## src/rtl/subservient_dbg_pkg.sv

```systemverilog
// Shared types and constants for the subservient debug-port Wishbone bridge.
package subservient_dbg_pkg;
    typedef enum logic [1:0] {IDLE, REQ, RESP} state_t;

    localparam logic [31:0] CSR_CTRL_OFS   = 32'h0000_0000;
    localparam logic [31:0] CSR_STATUS_OFS = 32'h0000_0004;
    localparam logic [31:0] DEAD_BEEF      = 32'hDEAD_BEEF;

    localparam int CTRL_DBG_EN   = 0;
    localparam int STATUS_TMO    = 0;
    localparam int STATUS_DENIED = 1;
endpackage

```

## src/rtl/subservient_dbg_csr.sv

```systemverilog
// CTRL/STATUS register page: debug-enable, sticky W1C error flags, forwarded-transfer counter.
module subservient_dbg_csr
    import subservient_dbg_pkg::*;
(
    input  logic        clk,
    input  logic        rst_n,
    input  logic        wr_en,
    input  logic [31:0] ofs,
    input  logic [1:0]  wbits,
    input  logic        set_tmo,
    input  logic        set_denied,
    input  logic        inc_txn,
    output logic [31:0] rdata,
    output logic        dbg_en
);
    logic        tmo;
    logic        denied;
    logic [15:0] txn_cnt;
    logic        ctrl_sel;
    logic        status_sel;
    logic        clr_tmo;
    logic        clr_denied;

    assign ctrl_sel   = (ofs & ~32'h3) == CSR_CTRL_OFS;
    assign status_sel = (ofs & ~32'h3) == CSR_STATUS_OFS;
    assign clr_tmo    = wr_en & status_sel & wbits[STATUS_TMO];
    assign clr_denied = wr_en & status_sel & wbits[STATUS_DENIED];

    always_comb begin
        rdata = '0;
        if (ctrl_sel) begin
            rdata[CTRL_DBG_EN] = dbg_en;
        end else if (status_sel) begin
            rdata[STATUS_TMO]    = tmo;
            rdata[STATUS_DENIED] = denied;
            rdata[31:16]         = txn_cnt;
        end
    end

    // A set arriving on the same edge as its W1C keeps the flag raised.
    always_ff @(posedge clk or negedge rst_n) begin
        if (!rst_n) begin
            dbg_en  <= 1'b1;
            tmo     <= 1'b0;
            denied  <= 1'b0;
            txn_cnt <= '0;
        end else begin
            if (wr_en && ctrl_sel) dbg_en <= wbits[CTRL_DBG_EN];
            tmo    <= set_tmo    | (tmo    & ~clr_tmo);
            denied <= set_denied | (denied & ~clr_denied);
            if (inc_txn) txn_cnt <= txn_cnt + 16'd1;
        end
    end
endmodule

```

## src/rtl/subservient_dbg_bridge.sv

```systemverilog
// Wishbone slave bridging the Caravel wbs bus onto the subservient debug port,
// with a local CSR page and a response timeout guarding against a stalled core.
module subservient_dbg_bridge
    import subservient_dbg_pkg::*;
#(
    parameter logic [31:0] BASE_ADR = 32'h3000_0000,
    parameter int          WIN_AW   = 16,
    parameter int          TMO_CYC  = 255
) (
    input  logic        wb_clk_i,
    input  logic        wb_rst_ni,
    input  logic        wbs_stb_i,
    input  logic        wbs_cyc_i,
    input  logic        wbs_we_i,
    input  logic [3:0]  wbs_sel_i,
    input  logic [31:0] wbs_adr_i,
    input  logic [31:0] wbs_dat_i,
    output logic        wbs_ack_o,
    output logic [31:0] wbs_dat_o,
    output logic [31:0] dbg_adr_o,
    output logic [31:0] dbg_dat_o,
    output logic [3:0]  dbg_sel_o,
    output logic        dbg_we_o,
    output logic        dbg_stb_o,
    input  logic [31:0] dbg_rdt_i,
    input  logic        dbg_ack_i,
    output logic        debug_mode_o
);
    localparam int          TW       = $clog2(TMO_CYC + 1);
    localparam logic [TW-1:0] TMO_LAST = TW'(TMO_CYC - 1);
    localparam logic [31:0] OFS_MASK = (32'd1 << (WIN_AW - 1)) - 32'd1;

    state_t        state;
    logic [TW-1:0] timer;
    logic [31:0]   resp_dat;
    logic [31:0]   csr_rdata;
    logic [31:0]   page_ofs;
    logic          hit;
    logic          csr_page;
    logic          accept;
    logic          timeout;

    assign hit      = wbs_stb_i & wbs_cyc_i & (wbs_adr_i[31:WIN_AW] == BASE_ADR[31:WIN_AW]);
    assign csr_page = wbs_adr_i[WIN_AW-1];
    assign page_ofs = wbs_adr_i & OFS_MASK;
    // While ack is high the host strobe still belongs to the finished transfer.
    assign accept   = (state == IDLE) & hit & ~wbs_ack_o;
    assign timeout  = (state == REQ) & ~dbg_ack_i & (timer == TMO_LAST);

    subservient_dbg_csr u_csr (
        .clk        (wb_clk_i),
        .rst_n      (wb_rst_ni),
        .wr_en      (accept & csr_page & wbs_we_i),
        .ofs        (page_ofs),
        .wbits      (wbs_dat_i[1:0]),
        .set_tmo    (timeout),
        .set_denied (accept & ~csr_page & ~debug_mode_o),
        .inc_txn    ((state == REQ) & dbg_ack_i),
        .rdata      (csr_rdata),
        .dbg_en     (debug_mode_o)
    );

    always_ff @(posedge wb_clk_i or negedge wb_rst_ni) begin
        if (!wb_rst_ni) begin
            state     <= IDLE;
            timer     <= '0;
            resp_dat  <= '0;
            wbs_ack_o <= 1'b0;
            wbs_dat_o <= '0;
            dbg_adr_o <= '0;
            dbg_dat_o <= '0;
            dbg_sel_o <= '0;
            dbg_we_o  <= 1'b0;
            dbg_stb_o <= 1'b0;
        end else begin
            case (state)
                IDLE: begin
                    wbs_ack_o <= 1'b0;
                    if (accept) begin
                        if (csr_page) begin
                            resp_dat <= csr_rdata;
                            state    <= RESP;
                        end else if (debug_mode_o) begin
                            dbg_adr_o <= page_ofs;
                            dbg_dat_o <= wbs_dat_i;
                            dbg_sel_o <= wbs_sel_i;
                            dbg_we_o  <= wbs_we_i;
                            dbg_stb_o <= 1'b1;
                            timer     <= '0;
                            state     <= REQ;
                        end else begin
                            resp_dat <= '0;
                            state    <= RESP;
                        end
                    end
                end
                REQ: begin
                    if (dbg_ack_i) begin
                        resp_dat  <= dbg_rdt_i;
                        dbg_stb_o <= 1'b0;
                        state     <= RESP;
                    end else if (timeout) begin
                        resp_dat  <= DEAD_BEEF;
                        dbg_stb_o <= 1'b0;
                        state     <= RESP;
                    end else begin
                        timer <= timer + TW'(1);
                    end
                end
                RESP: begin
                    wbs_ack_o <= 1'b1;
                    wbs_dat_o <= resp_dat;
                    state     <= IDLE;
                end
                default: state <= IDLE;
            endcase
        end
    end
endmodule

```

## config.mk

```make
export PLATFORM = sky130hd
export DESIGN_NAME = subservient_dbg_bridge
export DESIGN_NICKNAME = d
export VERILOG_FILES = /design/src/rtl/subservient_dbg_pkg.sv /design/src/rtl/subservient_dbg_csr.sv /design/src/rtl/subservient_dbg_bridge.sv
export SDC_FILE = /design/constraint.sdc
export NUM_CORES = 1
export LEC_CHECK = 0
export CAP_MARGIN = 20
export CORE_AREA = 2 2 136 111
export DETAILED_ROUTE_END_ITERATION = 6
export DIE_AREA = 0 0 138 113
export PLACE_DENSITY = 0.87
export SYNTH_ARGS = -nofsm -noshare
export SYNTH_HDL_FRONTEND = slang
export SYNTH_SLANG_ARGS = --single-unit
```

## constraint.sdc

```tcl
create_clock -name wb_clk_i -period 2.4 [get_ports wb_clk_i]
set_input_delay 0.24 -clock wb_clk_i [delete_from_list [all_inputs] [get_ports wb_clk_i]]
set_output_delay 0.24 -clock wb_clk_i [all_outputs]
set_load 0.05 [all_outputs]
```

# Yosys cells after proc, flatten, opt, wreduce, memory -nomap -nowiden
# Index checks and enable logic that the tools add are counted.
dict set report totals {
  mem_bits_ro 0
  latch_bits 0
  ff_bits 147
  input_bits 106
  n_memories 0
  ramBits 0
  elab_cells 92
}
dict set report classes {
  bitwise_logic 24
  div_mod_pow 0
  reduce_logical 10
  magnitude_cmp 0
  shift 0
  muxes 30
  addsub 2
  n_mul 0
  n_eq_ne 12
}
# cell count
set op_table {}
lappend op_table {{two-way mux 32 bit} 5}
lappend op_table {{one-hot mux 32 bit (2 select lines)} 1}
lappend op_table {{two-way mux 8 bit} 5}
lappend op_table {{zero test 32 bit} 1}
lappend op_table {{two-way mux 16 bit} 2}
lappend op_table {{adder 16 x 1 -> 16 bit (second input constant)} 1}
lappend op_table {{bitwise AND 1 bit} 16}
lappend op_table {{== test 16 x 14 -> 1 bit (second input constant)} 1}
lappend op_table {{one-hot mux 8 bit (2 select lines)} 1}
lappend op_table {{== test 13 x 1 -> 1 bit (second input constant)} 1}
lappend op_table {{two-way mux 2 bit} 6}
lappend op_table {{adder 8 x 1 -> 8 bit (second input constant)} 1}
lappend op_table {{== test 8 bit (second input constant)} 1}
lappend op_table {{!= test 2 bit (second input constant)} 4}
lappend op_table {{AND reduction 4 bit} 2}
lappend op_table {{two-way mux 1 bit} 7}
lappend op_table {{inverter 1 bit} 6}
lappend op_table {{AND reduction 6 bit} 1}
lappend op_table {{AND reduction 5 bit} 1}
lappend op_table {{one-hot mux 1 bit (2 select lines)} 2}
lappend op_table {{one-hot mux 2 bit (2 select lines)} 1}
lappend op_table {{nonzero test 2 bit} 2}
lappend op_table {{!= test 3 x 2 -> 1 bit (second input constant)} 1}
lappend op_table {{!= test 3 bit (second input constant)} 1}
lappend op_table {{other kinds (7)} 8}

# Depth between registers and ports, before layout
dict set report logic_depth {
  word_depth 11
  depth_mapped 8
}

# Hierarchy
# Synthesis repeated with hierarchy kept, for this count alone.
dict set report unflattened {
  cells_unflattened 572
  hier_area_um2 6867.8
}
# mod seq_area_each_um2 cells_per_inst instances area_each_um2
set modules_own_cells {}
lappend modules_own_cells {subservient_dbg_bridge 3203.1 453 1 5718.0}
lappend modules_own_cells {subservient_dbg_csr 476.7 119 1 1149.9}

# Least setup slack after synthesis
# No wires, ideal clock.
dict set report synth_path {
  kind {register to register}
  from {reg wbs_ack_o}
  to {reg dbg_adr_o[0]}
  arrival_time_ns 1.867
  stages_incl_launch_ff 7
  path_slack_ns 0.408
  required_time_ns 2.275
  setup_ns 0.125
  path_cell_list {dfrtp_1 > nor4_1 > nand4_1 > or3b_1 > buf_6 > buf_12 > mux2_4}
}
dict set report synth_between {
  elab_chain_cells 3
}
# element line
set synth_lines {}
lappend synth_lines {{from (decl)} subservient_dbg_bridge.sv:18} ;# output logic wbs_ack_o,
lappend synth_lines {{from (signal assigned)} subservient_dbg_bridge.sv:68} ;# wbs_ack_o <= 1'b0;
lappend synth_lines {{from (signal assigned)} subservient_dbg_bridge.sv:78} ;# wbs_ack_o <= 1'b0;
lappend synth_lines {{from (signal assigned)} subservient_dbg_bridge.sv:111} ;# wbs_ack_o <= 1'b1;
lappend synth_lines {{inverter 1 bit} subservient_dbg_bridge.sv:47} ;# assign accept = (state == IDLE) & hit & ~wbs_ack_o;
lappend synth_lines {{bitwise AND 1 bit} subservient_dbg_bridge.sv:47}
lappend synth_lines {{AND reduction 4 bit (no source line)} n/a}
lappend synth_lines {{to (signal assigned)} subservient_dbg_bridge.sv:84} ;# dbg_adr_o <= page_ofs;
lappend synth_lines {{to (decl)} subservient_dbg_bridge.sv:20} ;# output logic [31:0] dbg_adr_o,
# Every way passes these cells.
# A chain may end at the register's enable or synchronous reset.

# Worst setup path in the final report
dict set report layout_path {
  from {reg timer[1]}
  to {reg resp_dat[18]}
}
dict set report layout_between {
  elab_chain_cells 4
}
# element line
set layout_lines {}
lappend layout_lines {{from (decl)} subservient_dbg_bridge.sv:34} ;# logic [TW-1:0] timer;
lappend layout_lines {{from (signal assigned)} subservient_dbg_bridge.sv:107} ;# timer <= timer + TW'(1);
lappend layout_lines {{== test 8 bit} subservient_dbg_bridge.sv:48} ;# assign timeout = (state == REQ) & ~dbg_ack_i & (timer == TMO_LAST);
lappend layout_lines {{bitwise AND 1 bit} subservient_dbg_bridge.sv:48}
lappend layout_lines {{!= test 3 x 2 -> 1 bit (no source line)} n/a}
lappend layout_lines {{AND reduction 4 bit (no source line)} n/a}
lappend layout_lines {{to (signal assigned)} subservient_dbg_bridge.sv:81} ;# resp_dat <= csr_rdata;
lappend layout_lines {{to (signal assigned)} subservient_dbg_bridge.sv:99} ;# resp_dat <= dbg_rdt_i;
lappend layout_lines {{to (decl)} subservient_dbg_bridge.sv:35} ;# logic [31:0] resp_dat;
# Every way passes these cells.

==> out/qor.yml <==
num_rows: 39
synth_flop_cell: "dfrtp_1"
viasPerCell: 5.12
hp-class: "input pin to async pin"
layout.nets: 813
io_pins: 210
worstPathRequired_ns: 2.70
die_h_um: 113
grt_util_all_layers: 0.214
finalCriticalPeriod_ns: 2.36
layout_common_cells: "191 x clkdlybuf4s50_1, 146 x dfrtp_1, 54 x mux2_2"
max_stage_delay_ns: 0.63
fillerInstances: 1003
crit_arrival_ns: 2.65
synth_enable_flop_cells: 0
cpMaxStageDelayCell: "a21boi_2"
finalClockSkew_ns: 0.00573
insertedDiodeCount: 0
crit_chain: "ha_1 > nand3_1 > nor2_1 > o21ai_0 > a21boi_2 > mux2_2"
drc: 0
ant_nets: 0
status: "finished, final reports clean"
yosysSeqAreaShare: 0.560
syn_area_per_cell_um2: 13.2
synthArstFlopShare: 1.00
grt_max_degree: 59
grt_pass1_wl_um: 26200
relSlewSlack: 0.327
clock-sinks: 147
endpoint_kind: "register"
clock_latency_ns: 0.42
vias: 4617
core_area_um2: 14200
drive_above_1_share: 0.226
synthCells: 497
r2r_slack_ns: 0.04
synth_area_um2: 6570
initial_core_util: 0.464
crit_fanout: 11
dr.first_iter.drc_count: 207
start_kind: "register"
dp_hpwl_um: 11300
max_freq_ghz: 0.425
final_common_cell: "clkdlybuf4s50_1"
die-area_um2: 15600
holdWs_ns: 0.346
peakVddDrop_v: 0.000483
portBuffers: 192
antenna_found_initial: 0
max_slew.worst_pin.slew_ns: 1.00
ys_ff_latch: 147
cts_tree: "done"
fin_tns_setup_ns: 0
rsz0062_at_grt: "no"
grt_pass1_vias: 4905
post_drt_wl_per_cell_um: 17.9
path_class: "register to register"
overflow: 0
synth_cell_types: 43
area_delta_synth_final_pct: 40.8
ctsRootBufferMaster: "clkbuf_16"
cts_buffers: 17
yosys_warnings: 0
dpl.cell_count: 863
power_leakage_nw: 4.53
finalHoldViolCount: 0
first_pass_iters: 4
gp_congestion: 0.830
powerDensity_nw_per_um2: 570
drt-total-wl_um: 16100
clock_path_buffers: 2
final-setup-viol-count: 0
cts_max_level: 4
post-route-period-util: 0.981
drv_slew: 0
clkTransAtPathRegs_ns: 0.06
fin_cells: 901
cap_viol_max_count: 0
die_x_um: 138
## cells by family after synthesis
logic type / share of synthesized area
simple gates: 0.0754
other cells: 0.000571
xor+xnor: 0.0227
compound gates: 0.0546
flops: 0.560
mux: 0.223
buf+inv: 0.0583
fa+ha+maj: 0.00571
## layer usage
layer	wire, µm	track usage	share of wire	up-vias
met3	1100	0.0673	0.068	19
li1	-	-	-	2130
met1	6910	0.274	0.43	2295
met5	0	0	0	-
met4	214	0.0578	0.013	0
met2	7920	0.358	0.49	173
## per-stage QoR
step           power [W]  cell area [µm²]  utilization  setup slack, ns
5_1_grt          0.00546             9250        0.654          0.00562
3_5_place_dp     0.00284             8630        0.610          -0.0268
2_1_floorplan    0.00262             6630            -            0.408
6_report         0.00528             9250        0.654           0.0450
3_3_place_gp     0.00284             8630        0.610           0.0827
4_1_cts          0.00533             9210        0.651           0.0397
## synth_stat cells, types with 4 or more instances
library cell	instances	area share
a22o_1	10	0.013
buf_12	5	0.015
buf_2	4	0.0030
buf_4	17	0.019
clkbuf_1	16	0.0091
dfrtp_1	146	0.56
inv_1	17	0.0097
mux2_2	54	0.093
mux2_4	49	0.11
mux2i_1	12	0.018
nand2_1	10	0.0057
nand3_1	32	0.024
nand4_1	11	0.010
nor2_1	18	0.010
nor3_1	4	0.0030
o21ai_0	42	0.032
xnor2_1	8	0.011
xor2_1	9	0.012
## critical path: cells and delay by family, from the launching register on
family	cells	cell delay [ns]
fa+ha+maj	1	0.20
flops	1	0.41
simple gates	2	0.15
compound gates	2	1.07
mux	1	0.41
## worst paths after layout
check                                              start                             to  cells past startpoint
setup / recovery                    timer[1]$_DFFE_PN0P_       resp_dat[18]$_DFFE_PN0P_                      6
hold / removal                                 wb_rst_ni       wbs_dat_o[2]$_DFFE_PN0P_                      2
setup reg to reg                    timer[1]$_DFFE_PN0P_       resp_dat[18]$_DFFE_PN0P_                      6
hold reg to reg            u_csr.txn_cnt[15]$_DFFE_PN0P_  u_csr.txn_cnt[15]$_DFFE_PN0P_                      1
max in group asynchronous                      wb_rst_ni       u_csr.dbg_en$_DFFE_PN1P_                      3
min in group wb_clk_i                      dbg_rdt_i[14]       resp_dat[14]$_DFFE_PN0P_                      2
## flip-flops by register name, indices dropped and copies added, names as in the netlist
register and count:
dbg_dat_o 32, resp_dat 32, wbs_dat_o 32, u_csr.txn_cnt 16, dbg_adr_o 15, timer 8, dbg_sel_o 4, state 2
dbg_stb_o 1, dbg_we_o 1, u_csr.dbg_en 1, u_csr.denied 1, u_csr.tmo 1, wbs_ack_o 1
## layout make-up
type	instances	area, µm²	area share
inverters	17	63.8	0.00690
clock inverters	8	50.0	0.00541
clock buffers	24	512	0.0553
repair buffers	214	2130	0.230
multi-input cells	307	2590	0.280
well taps	184	230	0.0249
flip-flops and latches	147	3680	0.398
## where the power goes
group | leakage [nW] | internal, W | switching [W] | total (W)
clock | 0.270 | 0.00148 | 0.000999 | 0.00248
combinational | 2.28 | 0.000162 | 0.000157 | 0.000318
sequential | 1.98 | 0.00248 | 0.0000000751 | 0.00248
## repair_timing
| item | CTS | global route |
|---|---|---|
| cloned | 1 | 0 |
| hold endpoints to repair | 54 | 0 |
| setup endpoints to repair | 3 | 10 |
| setup buffers | 0 | 4 |
| hold buffers | 1 | 0 |
| resized for setup | 0 | 0 |
No activity file was read; power rests on OpenSTA's default activity.
